### src/rtl/fpu_pkg.sv
// -----------------------------------------------------------------------------
// fpu_pkg
// Shared definitions for the writeback commit slice:
//   - wbsel_e     : WBsel_WB encodings for the writeback data mux
//   - fpu_cmt_t   : layout of one buffered long-latency FPU completion
//                   {rd, float_dest, data}; the commit FIFO stores entries
//                   packed in this same field order
//   - NOP         : canonical addi x0,x0,0 instruction word
// -----------------------------------------------------------------------------
package fpu_pkg;

    localparam int CMT_XLEN = 32;

    typedef enum logic [1:0] {
        WB_PC  = 2'b00,
        WB_ALU = 2'b01,
        WB_MEM = 2'b10,
        WB_CSR = 2'b11
    } wbsel_e;

    typedef struct packed {
        logic [4:0]          rd;
        logic                float_dest;
        logic [CMT_XLEN-1:0] data;
    } fpu_cmt_t;

    localparam logic [31:0] NOP = 32'h00000013;

endpackage

### src/rtl/wb_cmt_fifo.sv
// -----------------------------------------------------------------------------
// wb_cmt_fifo
// Small synchronous FIFO holding FPU completions until a regfile write port
// is free. The head is presented combinationally so it can commit in the
// same cycle it is popped.
// Ports:
//   clk, rst      clock, asynchronous active-low reset
//   push, wdata   write request / entry (ignored while full)
//   pop           consume head (ignored while empty)
//   rdata         current head entry
//   full, empty   occupancy flags
//   count         number of valid entries
// -----------------------------------------------------------------------------
module wb_cmt_fifo #(
    parameter int WIDTH = 38,
    parameter int DEPTH = 2
) (
    input  logic                     clk,
    input  logic                     rst,
    input  logic                     push,
    input  logic                     pop,
    input  logic [WIDTH-1:0]         wdata,
    output logic [WIDTH-1:0]         rdata,
    output logic                     full,
    output logic                     empty,
    output logic [$clog2(DEPTH):0]   count
);

    localparam int AW = $clog2(DEPTH);
    localparam logic [AW:0]   DEPTH_C = (AW+1)'(DEPTH);
    localparam logic [AW:0]   CNT_ONE = (AW+1)'(1);
    localparam logic [AW-1:0] PTR_ONE = AW'(1);

    logic [WIDTH-1:0] mem_r [DEPTH];
    logic [AW-1:0]    wr_ptr_r;
    logic [AW-1:0]    rd_ptr_r;
    logic [AW:0]      count_r;
    logic             push_s;
    logic             pop_s;

    assign full   = (count_r == DEPTH_C);
    assign empty  = (count_r == {(AW+1){1'b0}});
    assign count  = count_r;
    assign rdata  = mem_r[rd_ptr_r];
    assign push_s = push & ~full;
    assign pop_s  = pop & ~empty;

    // Entry storage; written only on an accepted push
    always_ff @(posedge clk or negedge rst) begin
        if (!rst) begin
            for (int i = 0; i < DEPTH; i++) begin
                mem_r[i] <= '0;
            end
        end else if (push_s) begin
            mem_r[wr_ptr_r] <= wdata;
        end else begin
            mem_r[wr_ptr_r] <= mem_r[wr_ptr_r];
        end
    end

    // Read/write pointers wrap naturally because DEPTH is a power of two
    always_ff @(posedge clk or negedge rst) begin
        if (!rst) begin
            wr_ptr_r <= '0;
            rd_ptr_r <= '0;
        end else begin
            wr_ptr_r <= push_s ? (wr_ptr_r + PTR_ONE) : wr_ptr_r;
            rd_ptr_r <= pop_s  ? (rd_ptr_r + PTR_ONE) : rd_ptr_r;
        end
    end

    // Occupancy counter
    always_ff @(posedge clk or negedge rst) begin
        if (!rst) begin
            count_r <= '0;
        end else begin
            case ({push_s, pop_s})
                2'b10:   count_r <= count_r + CNT_ONE;
                2'b01:   count_r <= count_r - CNT_ONE;
                default: count_r <= count_r;
            endcase
        end
    end

endmodule

### src/rtl/wb_commit_unit.sv
// -----------------------------------------------------------------------------
// wb_commit_unit
// Writeback-stage commit: selects the MEM/WB writeback value, drives the
// integer/float regfile and CSR write ports, and merges buffered long-latency
// FPU results into the regfile ports. Write outputs are combinational (the
// commit happens in the WB cycle itself); the only state is the completion
// FIFO and the starvation counter.
// Ports:
//   clk, rst                      clock, asynchronous active-low reset
//   *_WB                          MEM/WB pipeline register contents
//   fpu_valid/ready/rd/float_dest/data   FPU completion handshake
//   int_we/waddr/wdata            integer regfile write port
//   fp_we/waddr/wdata             float regfile write port
//   csr_we/waddr/wdata            CSR file write port
//   wb_stall                      hold IF..MEM/WB for one cycle
//   fpu_pending                   completion FIFO non-empty
// -----------------------------------------------------------------------------
module wb_commit_unit
    import fpu_pkg::*;
#(
    parameter int XLEN         = 32,
    parameter int FIFO_DEPTH   = 2,
    parameter int STARVE_LIMIT = 4
) (
    input  logic            clk,
    input  logic            rst,
    input  logic [XLEN-1:0] pc_next_WB,
    input  logic [XLEN-1:0] ALUout_WB,
    input  logic [XLEN-1:0] d_mem_out_WB,
    input  logic [XLEN-1:0] csr_data_r_WB,
    input  logic [XLEN-1:0] csr_data_out_WB,
    input  logic [11:0]     csr_address_WB,
    input  logic [31:0]     inst_WB,
    input  logic [1:0]      WBsel_WB,
    input  logic            csrWBsel_WB,
    input  logic            regW_en_WB,
    input  logic            rsW_float_WB,
    input  logic            csrW_en_WB,
    input  logic            fpu_valid,
    output logic            fpu_ready,
    input  logic [4:0]      fpu_rd,
    input  logic            fpu_float_dest,
    input  logic [XLEN-1:0] fpu_data,
    output logic            int_we,
    output logic [4:0]      int_waddr,
    output logic [XLEN-1:0] int_wdata,
    output logic            fp_we,
    output logic [4:0]      fp_waddr,
    output logic [XLEN-1:0] fp_wdata,
    output logic            csr_we,
    output logic [11:0]     csr_waddr,
    output logic [XLEN-1:0] csr_wdata,
    output logic            wb_stall,
    output logic            fpu_pending
);

    localparam int ENTRY_W = 5 + 1 + XLEN;
    localparam int SW      = $clog2(STARVE_LIMIT + 1);
    localparam logic [SW-1:0] STARVE_MAX = SW'(STARVE_LIMIT);
    localparam logic [SW-1:0] STARVE_ONE = SW'(1);

    logic [4:0]              rd_s;
    logic [XLEN-1:0]         sel_data_s;
    logic [XLEN-1:0]         pipe_data_s;
    logic                    pipe_we_s;
    logic                    pipe_commit_s;
    logic [ENTRY_W-1:0]      push_entry_s;
    logic [ENTRY_W-1:0]      head_entry_s;
    logic [4:0]              head_rd_s;
    logic                    head_float_s;
    logic [XLEN-1:0]         head_data_s;
    logic                    fifo_full_s;
    logic                    fifo_empty_s;
    logic [$clog2(FIFO_DEPTH):0] fifo_count_s;
    logic                    head_valid_s;
    logic                    push_s;
    logic                    pop_s;
    logic                    conflict_s;
    logic                    wb_stall_s;
    logic [SW-1:0]           starve_cnt_r;
    logic                    unused_inst_s;

    assign rd_s          = inst_WB[11:7];
    assign unused_inst_s = ^{inst_WB[31:12], inst_WB[6:0]};

    // Writeback data mux
    always_comb begin
        sel_data_s = '0;
        case (WBsel_WB)
            WB_PC:   sel_data_s = pc_next_WB;
            WB_ALU:  sel_data_s = ALUout_WB;
            WB_MEM:  sel_data_s = d_mem_out_WB;
            WB_CSR:  sel_data_s = csr_data_r_WB;
            default: sel_data_s = '0;
        endcase
    end

    assign pipe_data_s = csrWBsel_WB ? csr_data_r_WB : sel_data_s;
    // x0 is hardwired in the integer file only; f0 is a real register
    assign pipe_we_s   = regW_en_WB & ~(~rsW_float_WB & (rd_s == 5'd0));

    // Integer-destination results for x0 are dropped at the door
    assign push_s       = fpu_valid & ~fifo_full_s & (fpu_float_dest | (fpu_rd != 5'd0));
    assign push_entry_s = {fpu_rd, fpu_float_dest, fpu_data};
    assign fpu_ready    = ~fifo_full_s;

    wb_cmt_fifo #(
        .WIDTH (ENTRY_W),
        .DEPTH (FIFO_DEPTH)
    ) u_fifo (
        .clk   (clk),
        .rst   (rst),
        .push  (push_s),
        .pop   (pop_s),
        .wdata (push_entry_s),
        .rdata (head_entry_s),
        .full  (fifo_full_s),
        .empty (fifo_empty_s),
        .count (fifo_count_s)
    );

    assign head_rd_s    = head_entry_s[ENTRY_W-1 -: 5];
    assign head_float_s = head_entry_s[XLEN];
    assign head_data_s  = head_entry_s[XLEN-1:0];
    assign head_valid_s = ~fifo_empty_s;
    assign fpu_pending  = (fifo_count_s != '0);

    // The head only contends when the pipeline wants the same port
    assign conflict_s    = pipe_we_s & (rsW_float_WB == head_float_s);
    assign wb_stall_s    = head_valid_s & (starve_cnt_r == STARVE_MAX);
    // During a stall the head takes its port; MEM/WB holds, so the pipeline
    // write is simply deferred to the next cycle
    assign pop_s         = head_valid_s & (wb_stall_s | ~conflict_s);
    assign pipe_commit_s = pipe_we_s & ~wb_stall_s;
    assign wb_stall      = wb_stall_s;

    // Regfile port steering; pipeline and head never target the same port
    always_comb begin
        int_we    = 1'b0;
        int_waddr = '0;
        int_wdata = '0;
        fp_we     = 1'b0;
        fp_waddr  = '0;
        fp_wdata  = '0;
        if (rst) begin
            if (pipe_commit_s && !rsW_float_WB) begin
                int_we    = 1'b1;
                int_waddr = rd_s;
                int_wdata = pipe_data_s;
            end else if (pop_s && !head_float_s) begin
                int_we    = 1'b1;
                int_waddr = head_rd_s;
                int_wdata = head_data_s;
            end else begin
                int_we    = 1'b0;
            end
            if (pipe_commit_s && rsW_float_WB) begin
                fp_we     = 1'b1;
                fp_waddr  = rd_s;
                fp_wdata  = pipe_data_s;
            end else if (pop_s && head_float_s) begin
                fp_we     = 1'b1;
                fp_waddr  = head_rd_s;
                fp_wdata  = head_data_s;
            end else begin
                fp_we     = 1'b0;
            end
        end else begin
            int_we = 1'b0;
            fp_we  = 1'b0;
        end
    end

    assign csr_we    = rst & csrW_en_WB & ~wb_stall_s;
    assign csr_waddr = csr_address_WB;
    assign csr_wdata = csr_data_out_WB;

    // Starvation counter: counts lost arbitrations of the current head,
    // saturates at the limit and clears whenever an entry drains
    always_ff @(posedge clk or negedge rst) begin
        if (!rst) begin
            starve_cnt_r <= '0;
        end else if (pop_s) begin
            starve_cnt_r <= '0;
        end else if (head_valid_s && conflict_s && (starve_cnt_r != STARVE_MAX)) begin
            starve_cnt_r <= starve_cnt_r + STARVE_ONE;
        end else begin
            starve_cnt_r <= starve_cnt_r;
        end
    end

endmodule

### config.mk
export PLATFORM = sky130hd
export DESIGN_NAME = wb_commit_unit
export DESIGN_NICKNAME = d
export VERILOG_FILES = /design/src/rtl/fpu_pkg.sv /design/src/rtl/wb_cmt_fifo.sv /design/src/rtl/wb_commit_unit.sv
export SDC_FILE = /design/constraint.sdc
export NUM_CORES = 1
export LEC_CHECK = 0
export CAP_MARGIN = 30
export CORE_AREA = 2 2 146 148
export DETAILED_ROUTE_END_ITERATION = 6
export DIE_AREA = 0 0 148 150
export HOLD_SLACK_MARGIN = 0.02
export PLACE_DENSITY_LB_ADDON = 0.25
export SYNTH_ARGS = -nofsm -noshare
export SYNTH_HDL_FRONTEND = slang
export SYNTH_SLANG_ARGS = --single-unit
### constraint.sdc
create_clock -name clk -period 6.3 [get_ports clk]
set_clock_uncertainty 0.1 [all_clocks]
set_input_delay 0.63 -clock clk [delete_from_list [all_inputs] [get_ports clk]]
set_output_delay 0.63 -clock clk [all_outputs]
set_load 0.02 [all_outputs]
==> results of run 1 <==
## area by class of cell
class | count | area, um2
inverter | 9 | 33.8
multi-input combinational | 463 | 3650
clock inverter | 6 | 55.1
tap | 275 | 344
sequential | 83 | 2080
fill | 2046 | 11600
clock buffer | 10 | 239
timing repair buffer | 270 | 2670
## metrics by stage
| step | worst slack, ps | area (um2) |
|---|---|---|
| CTS | 1590 | 9070 |
| global placement | 1570 | 8770 |
| finish | 1630 | 9070 |
| global route | 1490 | 9070 |
| floorplan | 3190 | 6360 |
| detailed placement | 1600 | 8770 |
## sequential cells by signal (all words and copies together) (netlist names)
register / flops
u_fifo.count: 2
u_fifo.wr_ptr_r: 1
starve_cnt_r: 3
u_fifo.rd_ptr_r: 1
u_fifo.mem_r: 76
## power groups by stage
stage          clock network (mW)  logic [mW]  registers [mW]
6_report                    0.522        2.12           0.949
5_1_grt                     0.563        2.28           0.986
4_1_cts                     0.539        2.15           0.948
3_5_place_dp                    0        2.14           0.952
3_3_place_gp                    0        2.12           0.946
2_1_floorplan                   0        1.47           0.911
## worst min-delay path by stage
stage,startpoint,end,slack (ps),cells after the start
2_1_floorplan,rst,starve_cnt_r[0]$_DFFE_PN0P_,230,0
3_3_place_gp,u_fifo.mem_r[1]$_DFFE_PN0P_,u_fifo.mem_r[1]$_DFFE_PN0P_,380,1
3_5_place_dp,u_fifo.mem_r[20]$_DFFE_PN0P_,u_fifo.mem_r[20]$_DFFE_PN0P_,390,1
4_1_cts,rst,u_fifo.mem_r[74]$_DFFE_PN0N_,70,1
5_1_grt,rst,u_fifo.mem_r[33]$_DFFE_PN0P_,80,1
6_report,rst,u_fifo.mem_r[33]$_DFFE_PN0P_,80,1
## per-layer routing
metal	GRT usage, %	vias to the layer above	wire length, um
li1	-	2694	-
met1	25.6	2605	9540
met2	29.0	210	9900
met3	3.32	29	1240
met4	5.90	0	482
met5	0	-	0
## cell usage in the layout, fill, tap and decap left out, drive strengths merged, types with 5 or more instances in the layout
| cell type | instances |
|---|---|
| clkdlybuf4s50 | 257 |
| mux2 | 108 |
| dfrtp | 83 |
| nor2 | 80 |
| a211oi | 74 |
| mux2i | 39 |
| o21ai | 35 |
| nand2 | 34 |
| a21oi | 32 |
| a22o | 31 |
| buf | 13 |
| clkbuf | 10 |
| inv | 8 |
| clkinv | 6 |
| xnor2 | 5 |
## logic make-up (layout without fill, tap and decap cells)
| kind of cell | count (synthesis) | in the layout | synth area share [%] |
|---|---|---|---|
| mux | 147 | 147 | 27.6 |
| xor+xnor | 6 | 6 | 0.826 |
| compound gates | 181 | 181 | 19.8 |
| flops | 83 | 83 | 32.7 |
| fa+ha+maj | 3 | 3 | 0.590 |
| buf+inv | 108 | 295 | 10.4 |
| simple gates | 126 | 126 | 8.07 |
==> key figures, run 1 <==
Power
  • Combinational power share: between 50% and 60%
  • Internal power: about 2.2 mW
  • Clock share of power: approximately 14%
  • P per Cell Area: approximately 400 mW/mm2
  • Switching Share: a little under two fifths
  • Reg power frac: a little over a quarter
  • Leak pwr: 3.67 nW
  • Max VDD drop: roughly 150 uV
  • Net load switching power: between 1 and 1.5 mW
  • Tot Pwr: 3.59 mW

Worst setup path
  • Crit path cell chain: clkdlybuf4s50_1, or4_1, o2111a_2, buf_4, o21ai_4, buf_4, a211oi_1, clkdlybuf4s50_1
  • R2R cell count: 7
  • Cell count along the critical path: 8
  • CP endpoint kind: primary output
  • Flop2flop setup slack: approximately 3800 ps
  • Req. time, crit path: between 5000 and 6000 ps
  • Startpoint types: input port
  • CP delay by family, top: buffers and inverters
  • Highest fanout seen on the critical path: 65
  • RR Endpoint: u_fifo.count[1]$_DFFE_PN0P_
  • Worst path buffer plus inverter count: 4
  • Reg2reg start: u_fifo.count[0]$_DFFE_PN0P_
  • CP max stage delay: 610 ps
  • Max stage delay cell, worst path: or4_1
  • Kind of critical path: input port to primary output
  • WP data arrival: roughly 3900 ps
  • Crit path to: int_wdata[20]
  • Critical path launch point: inst_WB[7]

Clock network
  • CTS buffer count: 9
  • Clock sink count: 83
  • TritonCTS clock tree: built
  • H-tree Lvls: 3
  • CTS Root Cell: clkbuf_16
  • Later-pin clock latency in the skew report: 330 ps
  • # Post-CTS Setup Buffers: 0
  • Clock-pin transition on the worst setup and hold timing paths: approximately 60 ps
  • Post-CTS Hold Buffers: 0
  • CTS max path bufs: 2
  • Post-CTS resize count: 0

Logic synthesis
  • Synthesized Nets: roughly 910
  • Cell taking the most area after synthesis: dfrtp_1
  • Sequential area share after synthesis: between 30% and 40%
  • Dominant cells by area after synthesis: dfrtp_1 (33%), mux2_2 (12%), mux2_4 (9.4%)
  • Syn avg cell area: between 9 and 10 um2
  • Number of enable flip-flop cells after synthesis: 0
  • Yosys warns: 0
  • Yosys reg bits: 83
  • Most frequent cell after synthesis: dfrtp_1
  • Asr flop ratio synth: 100%
  • Synth Flop Type: dfrtp_1
  • Yosys cell types: 41
  • Post-Syn Area: about 0.0064 mm2
  • Cells after synthesis: between 600 and 700
  • Synth top area share: 32.7%
  • Most instantiated cells after synthesis: dfrtp_1 (83), nor2_1 (79), a211oi_1 (74)

Worst hold path
  • Class of the worst hold path: input port to async pin

Floorplan
  • Die W: 148 um
  • Core Area: approximately 0.021 mm2
  • Row cnt: 53
  • Top Ports: 375
  • Starting Density: 30.7%
  • Chip Height: ~150 um
  • Die area: around 0.022 mm2

Detailed routing
  • Wire length per cell: approximately 19 um
  • Post-route ant nets: 0
  • Final wirelength: about 21 mm
  • DR pass1 iterations: 5
  • Starting DRT DRC Count: roughly 210
  • Vias: roughly 5,500
  • Via-per-instance ratio: 4.96
  • DR DRC count: 0

Timing
  • RSZ-0062 raised after global routing: no
  • Final Hold Vio Count: 0
  • Fmax: 214 MHz
  • Period minus WS final: about 4700 ps
  • Fin crit share: about three quarters
  • Tightest Pin Transition: approximately 850 ps
  • Setup TNS: 0 ps
  • Final setup viols: 0
  • Hold WS: ~80 ps
  • Slew Limit Fails: 0
  • Worst slew margin: a little over two fifths

Placed design
  • Placed instance count: about 1,100
  • Count of input and output buffers: ~260
  • Hpwl dp: roughly 16 mm
  • GPL Wtd Cong: just over 0.8

Finish
  • Diode count: 0
  • Fin util: ~44%
  • Post-Layout Cell Count: around 1,100
  • Post-layout nets: 1,090
  • Area delta synth->final: 42.6%
  • Proportion of layout cells with a drive suffix above 1: about 18%

Run
  • Max-cap viol count: 0

Global route
  • Vias in the first global route: 5,427
  • Overflow after GRT: 0
  • Global router's overall resource usage: between 10% and 20%
  • Global-route wire length before repair: about 32 mm
  • Antenna violations before repair: 0
  • Largest net degree at the start of global routing: just under 70

Outcome
  • Outcome: finished, final reports clean
Power figures use the tool's default switching activity.
==> run 2: changes to the inputs <==
--- a/config.mk
+++ b/config.mk
@@ -6,9 +6,9 @@
 export NUM_CORES = 1
 export LEC_CHECK = 0
 export CAP_MARGIN = 30
-export CORE_AREA = 2 2 146 148
+export CORE_AREA = 2 2 147 149
 export DETAILED_ROUTE_END_ITERATION = 6
-export DIE_AREA = 0 0 148 150
+export DIE_AREA = 0 0 149 151
 export HOLD_SLACK_MARGIN = 0.02
 export PLACE_DENSITY_LB_ADDON = 0.25
 export SYNTH_ARGS = -nofsm -noshare
==> constraint.sdc (replaced) <==
create_clock -name clk -period 4.1 [get_ports clk]
set_clock_uncertainty 0.1 [all_clocks]
set_input_delay 0.41 -clock clk [delete_from_list [all_inputs] [get_ports clk]]
set_output_delay 0.41 -clock clk [all_outputs]
set_load 0.02 [all_outputs]
==> run 2 against run 1 <==
Against the previous run:
- clock power is 69% higher
- total power increased by 57%
- flip-flop and latch count is the same
- die area is 1.3% higher
- worst hold slack improved by 320 ps
- setup slack got worse by 1300 ps
- routed wire length down 3.0%
- via count rose by 0.54%
- cell area up 1.1%
- global-route usage down 0.73 points
- utilization up 0.20 points
- sequential share of layout area is 0.25 points lower
==> key figures, run 2 (synthesis results as in run 1) <==
Detailed routing
  • DR pass1 iterations: 5
  • Starting DRT DRC Count: around 280
  • Via-per-instance ratio: between 4 and 5
  • Final wirelength: around 21 mm
  • DR DRC count: 0
  • Wire length per cell: around 18 um
  • Post-route ant nets: 0
  • Vias: 5,568

Clock network
  • H-tree Lvls: 3
  • TritonCTS clock tree: built
  • CTS max path bufs: 2
  • CTS buffer count: 9
  • Clock sink count: 83
  • CTS Root Cell: clkbuf_16
  • Post-CTS resize count: 0
  • Clock-pin transition on the worst setup and hold timing paths: around 60 ps
  • Later-pin clock latency in the skew report: approximately 330 ps

Worst setup path
  • CP endpoint kind: primary output
  • CP delay by family, top: buffers and inverters
  • WP data arrival: 3220 ps
  • Req. time, crit path: around 3600 ps
  • Max stage delay cell, worst path: clkdlybuf4s50_1
  • Startpoint types: register
  • Highest fanout seen on the critical path: between 60 and 70
  • Crit path cell chain: o211ai_1, o2111a_2, buf_4, nor2_1, a211oi_1, clkdlybuf4s50_1
  • CP max stage delay: 640 ps
  • Kind of critical path: register to primary output
  • Worst path buffer plus inverter count: 2

Finish
  • Post-layout nets: 1,095
  • Biggest register: u_fifo.mem_r
  • Commonest non-fill, non-tap cell in the layout: clkdlybuf4s50_1
  • Commonest non-fill, non-tap cells in the layout: clkdlybuf4s50_1 (257), dfrtp_1 (82), nor2_1 (78)
  • Fin util: 44.0%
  • Layout fillers: between 2,000 and 2,500
  • Area delta synth->final: 44.2%
  • Diode count: 0
  • Largest register FFs: 76
  • Proportion of layout cells with a drive suffix above 1: 18.1%

Timing
  • RSZ-0062 raised after global routing: no
  • Setup TNS: 0 ps
  • Final setup viols: 0
  • Tightest Pin Transition: about 870 ps
  • Worst slew margin: a little over two fifths
  • Fin crit share: approximately nine tenths
  • Fmax: 268 MHz
  • Slew Limit Fails: 0
  • Period minus WS final: between 3000 and 4000 ps
  • Final Hold Vio Count: 0

Global route
  • Largest net degree at the start of global routing: 70
  • Global-route wire length before repair: just over 30 mm
  • Global router's overall resource usage: between 15 and 20%
  • Overflow after GRT: 0
  • Antenna violations before repair: 0
  • Vias in the first global route: approximately 5,300

Run
  • Max-cap viol count: 0

Power
  • Tot Pwr: 5.63 mW
  • P per Cell Area: slightly above 600 mW/mm2
  • Leak pwr: ~3.7 nW
  • Max VDD drop: 206 uV

Floorplan
  • Starting Density: between 30% and 40%
  • Core Area: 0.0208 mm2
  • Row cnt: 53
  • Die W: ~150 um
  • Chip Height: around 150 um
  • Die area: approximately 0.022 mm2
  • Top Ports: 375

Worst hold path
  • Class of the worst hold path: input port to async pin

Outcome
  • Outcome: finished, final reports clean

Placed design
  • Count of input and output buffers: between 200 and 300
  • GPL Wtd Cong: approximately 0.83
  • Hpwl dp: roughly 16 mm
run 2: area by class of cell:
cell class | instances | area (um2) | share of cell area (%)
well taps | 275 | 344 | 3.75
inverters | 9 | 33.8 | 0.368
repair buffers | 275 | 2730 | 29.8
clock buffers | 12 | 256 | 2.80
clock inverters | 4 | 72.6 | 0.791
flip-flops and latches | 83 | 2080 | 22.7
multi-input cells | 463 | 3650 | 39.8
run 2: stage by stage:
stage | setup WS (ps) | cells | hold WS, ps | area [um2]
final | 370 | 1121 | 402 | 9170
after global routing | 125 | 1121 | 414 | 9170
after CTS | 357 | 1121 | 403 | 9170
after detailed placement | 454 | 1104 | 217 | 8830
after global placement | 450 | 1104 | 220 | 8830
after floorplan | 1430 | 654 | 14.4 | 6360
run 2: worst paths after layout:
path / start / to / slack, ps / cells past startpoint
setup / recovery: u_fifo.count[0]$_DFFE_PN0P_ / int_wdata[8] / 370 / 6
hold / removal: rst / u_fifo.wr_ptr_r$_DFFE_PN0N_ / 400 / 2
setup reg to reg: u_fifo.count[0]$_DFFE_PN0P_ / u_fifo.count[1]$_DFFE_PN0P_ / 1630 / 7
hold reg to reg: u_fifo.mem_r[15]$_DFFE_PN0P_ / u_fifo.mem_r[15]$_DFFE_PN0P_ / 400 / 1
max in group asynchronous: rst / u_fifo.rd_ptr_r$_DFFE_PN0P_ / 2310 / 3
min in group clk: u_fifo.mem_r[15]$_DFFE_PN0P_ / u_fifo.mem_r[15]$_DFFE_PN0P_ / 400 / 1
run 2: repair_timing:
item                                   4_1_cts  5_1_grt
buffers inserted                             0        0
setup endpoints to repair                    0        0
endpoints found under the hold margin       14        0
hold buffers                                 1        0
run 2: layer usage:
layer	up-vias	GRT usage (%)	wire length (um)
met5	-	0	0
met4	0	5.38	395
met3	26	3.10	1150
met2	204	27.7	9530
met1	2626	24.9	9450
li1	2712	-	-
run 2: report_power, final:
| group | switching, mW | total (mW) | internal, mW |
|---|---|---|---|
| Clock | 0.315 | 0.880 | 0.566 |
| Sequential | 0.217 | 1.46 | 1.24 |
| Combinational | 1.57 | 3.29 | 1.72 |
| Total | 2.10 | 5.63 | 3.53 |
==> run 3: changes to the inputs <==
--- a/config.mk
+++ b/config.mk
@@ -7,6 +7,7 @@
 export LEC_CHECK = 0
 export CAP_MARGIN = 30
 export CORE_AREA = 2 2 147 149
+export CTS_BUF_LIST = sky130_fd_sc_hd__clkbuf_4 sky130_fd_sc_hd__clkbuf_8
 export DETAILED_ROUTE_END_ITERATION = 6
 export DIE_AREA = 0 0 149 151
 export HOLD_SLACK_MARGIN = 0.02
==> constraint.sdc (replaced) <==
create_clock -name clk -period 3.5 [get_ports clk]
set_clock_uncertainty 0.1 [all_clocks]
set_input_delay 0.35 -clock clk [delete_from_list [all_inputs] [get_ports clk]]
set_output_delay 0.35 -clock clk [all_outputs]
set_load 0.02 [all_outputs]
==> run 3 against run 2 <==
Against the previous run:
- final cell count increased by 0.71%
- register-to-register slack got worse by 540 ps
- via count shrank 0.66%
- largest cell class unchanged
==> key figures, run 3 (synthesis results as in run 1) <==
Outcome
  • Outcome: finished, final reports clean

Finish
  • Largest register FFs: 76
  • Proportion of layout cells with a drive suffix above 1: between 10% and 20%
  • Biggest register: u_fifo.mem_r
  • Post-layout nets: 1,103
  • Area delta synth->final: 44.2%
  • Layout fillers: between 2,000 and 2,500
  • Post-route cell area: 0.00917 mm2
  • Diode count: 0
  • Fin util: about 44%
  • Commonest non-fill, non-tap cells in the layout: clkdlybuf4s50_1 (257), dfrtp_1 (82), nor2_1 (78)
  • Commonest non-fill, non-tap cell in the layout: clkdlybuf4s50_1

Worst setup path
  • CP endpoint kind: primary output
  • Flop2flop setup slack: 1090 ps
  • Highest fanout seen on the critical path: 34
  • Worst path buffer plus inverter count: 3
  • Startpoint types: input port
  • CP most frequent cell: clkdlybuf4s50_1
  • WP data arrival: approximately 2900 ps
  • Crit path cell chain: clkdlybuf4s50_1, or4_1, o2111a_2, buf_12, a211oi_1, clkdlybuf4s50_1
  • CP delay by family, top: buffers and inverters
  • Max stage delay cell, worst path: clkdlybuf4s50_1
  • Kind of critical path: input port to primary output
  • CP max stage delay: approximately 650 ps
  • Req. time, crit path: approximately 3000 ps

Timing
  • Tightest Pin Transition: slightly below 800 ps
  • Worst slew margin: between 40% and 50%
  • Fmax: around 300 MHz
  • Final Hold Vio Count: 0
  • Hold WS: roughly 40 ps
  • RSZ-0062 raised after global routing: no
  • Slew Limit Fails: 0
  • Setup TNS: 0 ps
  • Fin crit share: between 90% and 100%
  • Period minus WS final: ~3300 ps
  • Final setup viols: 0

Floorplan
  • Row cnt: 53
  • Die area: 0.0225 mm2
  • Die W: roughly 150 um
  • Chip Height: ~150 um
  • Core Area: roughly 0.021 mm2
  • Starting Density: between 30% and 40%
  • Top Ports: around 380

Global route
  • Overflow after GRT: 0
  • Global router's overall resource usage: between 10% and 20%
  • Largest net degree at the start of global routing: 65
  • Antenna violations before repair: 0
  • Global-route wire length before repair: between 30 and 40 mm
  • Vias in the first global route: 5,445

Placed design
  • Hpwl dp: 16.0 mm
  • Post-DP Area: approximately 0.009 mm2
  • Count of input and output buffers: ~260
  • GPL Wtd Cong: slightly above 0.8

Power
  • P per Cell Area: around 700 mW/mm2
  • Leak pwr: roughly 3.7 nW
  • Max VDD drop: 206 uV

Clock network
  • TritonCTS clock tree: built
  • Post-CTS Hold Buffers: 0
  • H-tree Lvls: 3
  • CTS max path bufs: 2
  • Post-CTS resize count: 0
  • Clock sink count: between 80 and 90
  • CTS buffer count: 9
  • Later-pin clock latency in the skew report: roughly 350 ps
  • Clock-pin transition on the worst setup and hold timing paths: ~80 ps
  • CTS Root Cell: clkbuf_8
  • # Post-CTS Setup Buffers: 0

Worst hold path
  • Class of the worst hold path: input port to async pin

Detailed routing
  • DR DRC count: 0
  • Via-per-instance ratio: about 4.9
  • Vias: around 5,500
  • DR pass1 iterations: 4
  • Wire length per cell: around 18 um
  • Starting DRT DRC Count: 198
  • Post-route ant nets: 0
  • Final wirelength: between 20 and 25 mm

Run
  • Max-cap viol count: 0
-- run 3: cell count changes in the layout (fill, tap and decap cells not counted), moves of 2 or more --
cell and delta:
buf_4 +3, clkbuf_16 -9, clkbuf_8 +7, clkinvlp_4 +2, buf_12 +6
-- run 3: worst paths after layout --
check,start,endpoint,cells past startpoint
max,inst_WB[7],int_wdata[2],6
min,rst,u_fifo.mem_r[35]$_DFFE_PN0P_,2
max reg2reg,u_fifo.count[0]$_DFFE_PN0P_,u_fifo.mem_r[44]$_DFFE_PN0N_,5
min reg2reg,u_fifo.mem_r[15]$_DFFE_PN0P_,u_fifo.mem_r[15]$_DFFE_PN0P_,1
max in group asynchronous,rst,u_fifo.rd_ptr_r$_DFFE_PN0P_,3
min in group clk,u_fifo.mem_r[15]$_DFFE_PN0P_,u_fifo.mem_r[15]$_DFFE_PN0P_,1
-- run 3: where the power goes --
group / switching (mW) / internal [mW]
sequential: 0.259 / 1.45
combinational: 1.84 / 2.06
clock: 0.349 / 0.338
-- run 3: area by class of cell --
type / instances / area, um2 / area share, %
Clock buffer: 10 / 131 / 1.43
Clock inverter: 6 / 66.3 / 0.723
Inverter: 9 / 33.8 / 0.368
Multi-Input combinational cell: 463 / 3650 / 39.8
Sequential cell: 83 / 2080 / 22.7
Tap cell: 275 / 344 / 3.75
Timing Repair Buffer: 283 / 2870 / 31.2
-- run 3: routing by layer --
layer  part of all wire, %  vias up  global-route usage, %  routed length (um)
met3                   5.4       24                   2.86                1100
met5                     0        -                      0                   0
met1                    46     2585                   25.0                9420
li1                      -     2726                      -                   -
met2                    47      196                   28.8                9650
met4                   1.8        0                   5.00                 364
-- run 3: per-stage QoR --
| step | setup WS, ps | instances | power (mW) |
|---|---|---|---|
| after CTS | 144 | 1129 | 6.37 |
| after global placement | 141 | 1113 | 5.61 |
| after global routing | 28.4 | 1129 | 6.72 |
| final | 157 | 1129 | 6.30 |
| after detailed placement | 153 | 1113 | 5.66 |
| after floorplan | 953 | 654 | 4.29 |
-- run 3: worst reg2reg max path, stage by stage (launching register included) --
cell      delay (ps)
dfrtp_1          440
nand2b_1         220
o311ai_4         180
nor2_4           640
buf_4            370
mux2_2           360
